$ cat src/rtl/dmem_arb_pkg.sv
// Shared types and default widths for the data-memory port arbiter.
package dmem_arb_pkg;

    localparam int DATA_W_DEF = 18;
    localparam int ADDR_W_DEF = 18;

    typedef enum logic [1:0] {
        IDLE       = 2'd0,
        CPU_ACC    = 2'd1,
        DISP_BURST = 2'd2
    } arb_state_t;

    typedef enum logic {
        GNT_CPU  = 1'b0,
        GNT_DISP = 1'b1
    } gnt_t;

endpackage

$ cat src/rtl/dmem_burst_agen.sv
// Display burst address generator: latches the base at grant, counts beats,
// produces base+beat (wrapping at 2^ADDR_W) and flags the final beat.
module dmem_burst_agen #(
    parameter int ADDR_W    = 18,
    parameter int BURST_LEN = 8,
    parameter int CNT_W     = 4
) (
    input  logic              clk,
    input  logic              rst,
    input  logic              start,
    input  logic              advance,
    input  logic [ADDR_W-1:0] start_addr,
    output logic [ADDR_W-1:0] beat_addr,
    output logic              last
);

    localparam logic [CNT_W-1:0] LAST_CNT = CNT_W'(BURST_LEN - 1);

    logic [ADDR_W-1:0] base;
    logic [CNT_W-1:0]  cnt;

    // NOTE: sequential state uses <= so every flop samples pre-edge values.
    always_ff @(posedge clk or negedge rst) begin
        if (!rst) begin
            base <= '0;
            cnt  <= '0;
        end else if (start) begin
            base <= start_addr;
            cnt  <= (BURST_LEN == 1) ? '0 : CNT_W'(1);
        end else if (advance) begin
            cnt  <= last ? '0 : cnt + CNT_W'(1);
        end
    end

    // Beat 0 issues in the grant cycle straight from the requester's address.
    assign beat_addr = start ? start_addr : base + ADDR_W'(cnt);
    assign last      = start ? (BURST_LEN == 1) : (cnt == LAST_CNT);

endmodule

$ cat src/rtl/dmem_port_arbiter.sv
// Round-robin arbiter sharing one synchronous data RAM between the CPU MEM
// stage and the display burst engine. Optional stall counter: ARB_STALL_CNT_EN.
module dmem_port_arbiter
    import dmem_arb_pkg::*;
#(
    parameter int DATA_W    = DATA_W_DEF,
    parameter int ADDR_W    = ADDR_W_DEF,
    parameter int BURST_LEN = 8,
    parameter int CNT_W     = 4
) (
    input  logic              clk,
    input  logic              rst,
    input  logic              cpu_req,
    input  logic              cpu_we,
    input  logic [ADDR_W-1:0] cpu_addr,
    input  logic [DATA_W-1:0] cpu_wdata,
    output logic              cpu_stall,
    output logic [DATA_W-1:0] cpu_rdata,
    output logic              cpu_rvalid,
    input  logic              disp_req,
    input  logic [ADDR_W-1:0] disp_addr,
    output logic [DATA_W-1:0] disp_rdata,
    output logic              disp_rvalid,
    output logic              disp_done,
    output logic              mem_en,
    output logic              mem_we,
    output logic [ADDR_W-1:0] mem_addr,
    output logic [DATA_W-1:0] mem_wdata,
    input  logic [DATA_W-1:0] mem_rdata,
    output logic [15:0]       stall_cnt
);

    arb_state_t        state, state_nxt;
    gnt_t              last_gnt;
    logic              in_burst, port_free, cpu_pick;
    logic              cpu_gnt, disp_gnt, disp_issue;
    logic              cpu_load_q;
    logic [ADDR_W-1:0] beat_addr;
    logic              beat_last;
    logic [DATA_W-1:0] cpu_hold, disp_hold;

    // Grants are held off during reset so cpu_stall simply mirrors cpu_req.
    assign in_burst   = (state == DISP_BURST);
    assign port_free  = rst & ~in_burst;
    assign cpu_pick   = cpu_req & (~disp_req | (last_gnt == GNT_DISP));
    assign cpu_gnt    = port_free & cpu_pick;
    assign disp_gnt   = port_free & disp_req & ~cpu_pick;
    assign disp_issue = disp_gnt | in_burst;
    assign cpu_stall  = cpu_req & ~cpu_gnt;

    dmem_burst_agen #(
        .ADDR_W    (ADDR_W),
        .BURST_LEN (BURST_LEN),
        .CNT_W     (CNT_W)
    ) u_agen (
        .clk        (clk),
        .rst        (rst),
        .start      (disp_gnt),
        .advance    (in_burst),
        .start_addr (disp_addr),
        .beat_addr  (beat_addr),
        .last       (beat_last)
    );

    // NOTE: every always_comb output gets a default first so no latch is inferred.
    always_comb begin
        mem_en    = 1'b0;
        mem_we    = 1'b0;
        mem_addr  = '0;
        mem_wdata = '0;
        state_nxt = IDLE;
        if (cpu_gnt) begin
            mem_en    = 1'b1;
            mem_we    = cpu_we;
            mem_addr  = cpu_addr;
            mem_wdata = cpu_wdata;
            state_nxt = CPU_ACC;
        end else if (disp_issue) begin
            mem_en    = 1'b1;
            mem_addr  = beat_addr;
            state_nxt = beat_last ? IDLE : DISP_BURST;
        end
    end

    // NOTE: the read-data hold registers are reset too, so outputs read 0 after reset.
    always_ff @(posedge clk or negedge rst) begin
        if (!rst) begin
            state       <= IDLE;
            last_gnt    <= GNT_DISP;
            cpu_load_q  <= 1'b0;
            disp_rvalid <= 1'b0;
            disp_done   <= 1'b0;
            cpu_hold    <= '0;
            disp_hold   <= '0;
        end else begin
            state       <= state_nxt;
            disp_rvalid <= disp_issue;
            disp_done   <= disp_issue & beat_last;
            if (cpu_gnt) begin
                last_gnt   <= GNT_CPU;
                cpu_load_q <= ~cpu_we;
            end else if (disp_gnt) begin
                last_gnt   <= GNT_DISP;
            end
            if (cpu_rvalid)  cpu_hold  <= mem_rdata;
            if (disp_rvalid) disp_hold <= mem_rdata;
        end
    end

    // RAM data arrives in the cycle after issue; pass it through, else hold.
    assign cpu_rvalid = (state == CPU_ACC) & cpu_load_q;
    assign cpu_rdata  = cpu_rvalid  ? mem_rdata : cpu_hold;
    assign disp_rdata = disp_rvalid ? mem_rdata : disp_hold;

`ifdef ARB_STALL_CNT_EN
    always_ff @(posedge clk or negedge rst) begin
        if (!rst)
            stall_cnt <= 16'd0;
        else if (cpu_stall && stall_cnt != 16'hFFFF)
            stall_cnt <= stall_cnt + 16'd1;
    end
`else
    assign stall_cnt = 16'd0;
`endif

endmodule

$ cat config.mk
export PLATFORM = sky130hd
export DESIGN_NAME = dmem_port_arbiter
export DESIGN_NICKNAME = d
export VERILOG_FILES = /design/src/rtl/dmem_arb_pkg.sv /design/src/rtl/dmem_burst_agen.sv /design/src/rtl/dmem_port_arbiter.sv
export SDC_FILE = /design/constraint.sdc
export NUM_CORES = 1
export LEC_CHECK = 0
export ABC_AREA = 1
export BUFFER_PORTS_ARGS = -buffer_cell sky130_fd_sc_hd__clkbuf_2
export CORE_MARGIN = 2
export CORE_UTILIZATION = 27
export CTS_BUF_LIST = sky130_fd_sc_hd__clkbuf_4 sky130_fd_sc_hd__clkbuf_8 sky130_fd_sc_hd__clkbuf_16
export DETAILED_ROUTE_END_ITERATION = 6
export GPL_TIMING_DRIVEN = 0
export PLACE_DENSITY = 0.61
export SLEW_MARGIN = 20
export SYNTH_ARGS = -nofsm -noshare
export SYNTH_HDL_FRONTEND = slang
export SYNTH_SLANG_ARGS = --single-unit
$ cat constraint.sdc
create_clock -name clk -period 4.3 [get_ports clk]
set_clock_uncertainty 0.2 [all_clocks]
set_input_delay 0.215 -clock clk [delete_from_list [all_inputs] [get_ports clk]]
set_output_delay 0.215 -clock clk [all_outputs]
set_load 0.05 [all_outputs]
# Word-level counts from Yosys, hierarchy flattened
# Index checks and enable logic that the tools add are counted.
totals:
  reg_bits: 64
  inputBits: 77
  output_inout_bits: 94
  elab_cells: 49
op_classes:
  add_sub_neg: 2
  eq_ne: 3
  muxes: 18
  bitwise_logic: 15
  reduce_logical: 2
ops:
  columns: ["op", "n"]
  rows:
  - ["18-bit two-way mux", 6]
  - ["18-bit by 4-bit adder with 18-bit output", 1]
  - ["4-bit two-way mux", 3]
  - ["1-bit bitwise AND", 8]
  - ["1-bit two-way mux", 6]
  - ["2-bit two-way mux", 3]
  - ["1-bit NOT", 5]
  - ["4-bit by 1-bit adder with 4-bit output, second input constant", 1]
  - ["4-bit by 3-bit == test with 1-bit output, second input constant", 1]
  - ["2-bit nonzero test", 2]
  - ["2-bit by 1-bit == test with 1-bit output, second input constant", 1]
  - ["2-bit == test, second input constant", 1]
  - ["1-bit OR", 2]

# Depth between registers and ports, before layout
depth:
  word_depth: 9
  ltp_mapped: 11

# Cells and area by module
# From an unflattened synthesis, not the netlist that was laid out.
unflattened:
  cells_unflattened: 483
  hier_area_um2: 3684.8
modules_own_cells:
  columns: ["module", "instances", "cells_each", "area_each_um2"]
  rows:
  - ["dmem_port_arbiter", 1, 263, 2113.3]
  - ["dmem_burst_agen", 1, 220, 1571.5]

# Least setup slack after synthesis
# No wires, ideal clock.
synth_path:
  kind: "register to output"
  start: "reg u_agen.cnt[0]"
  end: "out mem_addr[2]"
  t_arrival_ns: 2.077
  required_ns: 3.885
  path_slack_ns: 1.808
  stages_incl_launch_ff: 8
  n_path_buf: 0
  path_cell_list: "dfrtp_1 ha_1 fa_1 nand2_1 inv_1 nor3_1 a21oi_1 o21ai_1"
synth_via:
  elab_chain_cells: 4
synth_lines:
  columns: ["element", "line_no", "text"]
  rows:
  - ["start, declared", "dmem_burst_agen.sv:20", "logic [CNT_W-1:0] cnt;"]
  - ["start signal, assigned", "dmem_burst_agen.sv:29", "cnt <= (BURST_LEN == 1) ? '0 : CNT_W'(1);"]
  - ["start signal, assigned", "dmem_burst_agen.sv:31", "cnt <= last ? '0 : cnt + CNT_W'(1);"]
  - ["18-bit by 4-bit adder with 18-bit output", "dmem_burst_agen.sv:36", "assign beat_addr = start ? start_addr : base + ADDR_W'(cnt);"]
  - ["18-bit two-way mux", "dmem_burst_agen.sv:36", null]
  - ["18-bit two-way mux", "dmem_port_arbiter.sv:78", "end else if (disp_issue) begin"]
  - ["18-bit two-way mux", "dmem_port_arbiter.sv:72", "if (cpu_gnt) begin"]
  - ["end, declared", "dmem_port_arbiter.sv:27", "output logic [ADDR_W-1:0] mem_addr,"]
# Every way passes these cells.

# Worst setup path after layout
layout_path:
  start: "in rst"
  end: "out mem_addr[4]"
layout_via:
  elab_chain_cells: 6
  word_cells_on_any_way: 8
layout_lines:
  columns: ["element", "line_no", "text"]
  rows:
  - ["start, declared", "dmem_port_arbiter.sv:12", "input logic rst,"]
  - ["1-bit bitwise AND (*)", "dmem_port_arbiter.sv:44", "assign port_free = rst & ~in_burst;"]
  - ["1-bit bitwise AND (2 in a row)", "dmem_port_arbiter.sv:47", "assign disp_gnt = port_free & disp_req & ~cpu_pick;"]
  - ["18-bit two-way mux / 1-bit OR (equally long branches)", "dmem_burst_agen.sv:36, dmem_port_arbiter.sv:48", null]
  - ["18-bit two-way mux", "dmem_port_arbiter.sv:78", null]
  - ["18-bit two-way mux (*)", "dmem_port_arbiter.sv:72", null]
# Mark *: on every way between the ends. The rest lies on a longest branch, timed or not.

==> impl_results.md <==
- Leak: 3.09 nW
- Global route overflow: 0
- Non-Filler Instances: 906
- Root Driver: clkbuf_16
- Cts-stage hold buffer count: 37
- Power Density: 824 mW/mm²
- Placer Congestion: 0.882
- Maximum vdd drop: 369 µV
- Hold Path Depth: 4
- Highest Clock Rate: 0.316 GHz
- Dpl cells: 854
- Sequential Area: 0.00160 mm²
- Synthesized area per cell: 7.27 µm²
- First-pass GRT wire length: 17.9 mm
- Detailed-route DRC error count: 0
- Resize count post-CTS: 0
- H-tree depth: 3
- Clk pin slew, worst setup/hold paths: 0.05 ns
- # diodes: 0
- Hold Violations, Final: 0
- Drt first pass iters: 5
- Outcome: complete, no violations
- Wire per inst: 12.0 µm
- HPWL Detailed: 8.27 mm
- Hold Path Class: primary input to flop
- Yosys warnings: 0
- Port bufs: 154
- Largest net degree at the start of global routing: 43
- Largest stage delay, worst path: 0.53 ns
- CTS tree: yes
- RSZ-0062 raised after global routing: false
- Post-route antenna net violation count: 0
- Post-Syn Instances: 508
- Vias after detailed routing: 3,791
- Initial antenna violation count: 0
- Ports: 171
- Most frequent CP cell: nand2_1
- Die height: 121 µm
- Vias per inst: 4.18
- Final WL: 10.9 mm
- Critical path class: primary input to primary output
- R2R setup slack: 2.58 ns
- Die ar.: 0.0146 mm²
- Sequential area share after synthesis: 43.4%
- Synth cell types: 30
- Share of cells above drive strength 1: 31.4%
- Crit Path Max Fanout: 42
- Starting Density: 27.8%
- R2R cell count: 6
- Number of fill cells: 1,387
- Clk buf depth: 2
- WP data arrival: 2.75 ns
- Number of synthesized register bits: 64
- Crit start category: primary input
- Worst skew pair latency: 0.33 ns
- Total Power: 4.48 mW
- Net count, final: 809
- Data required time of the worst path: 3.88 ns
- Fin crit share: 73.6%
- Min Tclk post-route: 3.17 ns
- Critical Path Slowest Stage Cell: dlygate4sd3_1
- Max-cap violations: 0
- Vias in the first global route: 3,709
- Placeable core area: 0.0133 mm²
- Total negative slack: 0 ns
- Area Growth Syn to Fin: 47.2%
- Max Slew Vio Count: 0
- Final setup fails: 0
- Num Clock Sinks: 64
- Total GRT Usage: 15.5%
- Cts bufs inserted: 9
- Mapped cell area: 0.00369 mm²
- Setup bufs post-CTS: 0
- Crit-path cells: dlygate4sd3_1 -> clkbuf_4 -> buf_16 -> inv_1 -> nor2_1 -> nand3_2 -> nand2_1 -> buf_2 -> nand2_1 -> nand2_1 -> clkbuf_2
- DRT iter0 DRCs: 202
- Multi-input gate area: 0.00170 mm²
- Setup crit end kind: primary output
- Die X: 121 µm
- Row cnt: 42
critical path, delay by kind of cell:
| kind | cells | cell delay, ns |
|---|---|---|
| and+or+nand+nor | 5 | 0.73 |
| buffers and inverters | 6 | 1.78 |
path summary, 6_finish.rpt:
path / start / endpoint
min: disp_addr[7] / u_agen.base[7]
min in group asynchronous: rst / disp_hold[3]
max: rst / mem_addr[4]
min reg2reg: cpu_hold[10] / cpu_hold[10]
max in group asynchronous: rst / last_gnt
max reg2reg: state[1] / cpu_hold[12]
cell type report:
cell class,instances,share of cell area (%)
inverters,59,4.08
clock buffers,10,4.40
clock inverters,5,1.04
well taps,176,4.05
flip-flops and latches,64,29.5
plain buffers,34,4.08
repair buffers,192,21.6
multi-input cells,366,31.3
cells in the final DEF, fill, tap and decap left out, types with 2 or more instances in the layout:
master,synthesis,routed
nand2_1,190,190
clkbuf_2,0,153
dfrtp_1,63,63
inv_1,57,57
nor2_1,56,56
dlygate4sd3_1,0,37
nand3_1,29,29
mux2_2,17,17
buf_4,16,16
conb_1,1,16
buf_2,15,15
o21ai_0,15,15
clkbuf_16,0,9
o21ai_1,8,8
a21oi_1,7,7
nand4_1,5,5
ha_1,5,5
nor3_1,4,4
a22o_1,3,3
nand2_2,2,2
nor2_2,2,2
buf_6,2,2
clkinv_2,0,2
metrics by stage:
| step | hold WS, ns | setup slack, ns | area, µm² | utilization (%) |
|---|---|---|---|---|
| after global routing | 0.0789 | 0.878 | 5430 | 40.9 |
| after detailed placement | -0.0217 | 1.68 | 4770 | 35.9 |
| after CTS | 0.0624 | 1.12 | 5430 | 40.9 |
| final | 0.0635 | 1.13 | 5430 | 40.9 |
| after global placement | 0.239 | 0.943 | 4740 | 35.6 |
| after floorplan | -0.281 | 1.81 | 3750 | - |
Yosys cell counts, drive strengths merged:
master    n  area, µm²
inv      58        218
a22o      3       26.3
ha        5       62.6
xor2      1       8.76
buf      33        218
nor4      1       6.26
nand2   192        726
nand4     5       31.3
or2       2       12.5
clkinv    1       3.75
dfstp     1       26.3
conb      1       3.75
fa        1       20.0
nor3      4       20.0
a21oi     8       43.8
clkbuf    1       3.75
nand3    30        155
dfrtp    63       1580
o21ai    23        115
mux2     17        191
nor2     58        223
kinds of logic (layout without fill, tap and decap cells):
| kind of cell | Yosys count | after routing | synth area share [%] |
|---|---|---|---|
| fa+ha+maj | 6 | 6 | 2.24 |
| xor+xnor | 1 | 1 | 0.237 |
| mux | 17 | 17 | 5.19 |
| simple gates | 292 | 292 | 31.8 |
| compound gates | 34 | 34 | 5.02 |
| buf+inv | 93 | 300 | 12.0 |
| other cells | 1 | 16 | 0.102 |
| flops | 64 | 64 | 43.4 |
flip-flops by register name (all words and copies together) (netlist names):
register	cells
cpu_hold	18
cpu_load_q	1
disp_hold	18
last_gnt	1
disp_done	1
state	2
u_agen.base	18
disp_rvalid	1
u_agen.cnt	4
report_power, final:
part / leakage [nW] / internal, mW / switching, mW
Sequential: 0.770 / 0.899 / 0.149
Combinational: 2.17 / 0.693 / 2.02
Clock: 0.145 / 0.460 / 0.260
Total: 3.09 / 2.05 / 2.43
metal layers:
layer	routed length, µm	vias to the layer above	track usage, %
met2	4920	142	26.2
li1	-	1980	-
met4	106	0	2.91
met3	776	14	3.67
met1	5090	1655	20.3
met5	0	-	0
Note: power is estimated with default switching activity, not from simulation.
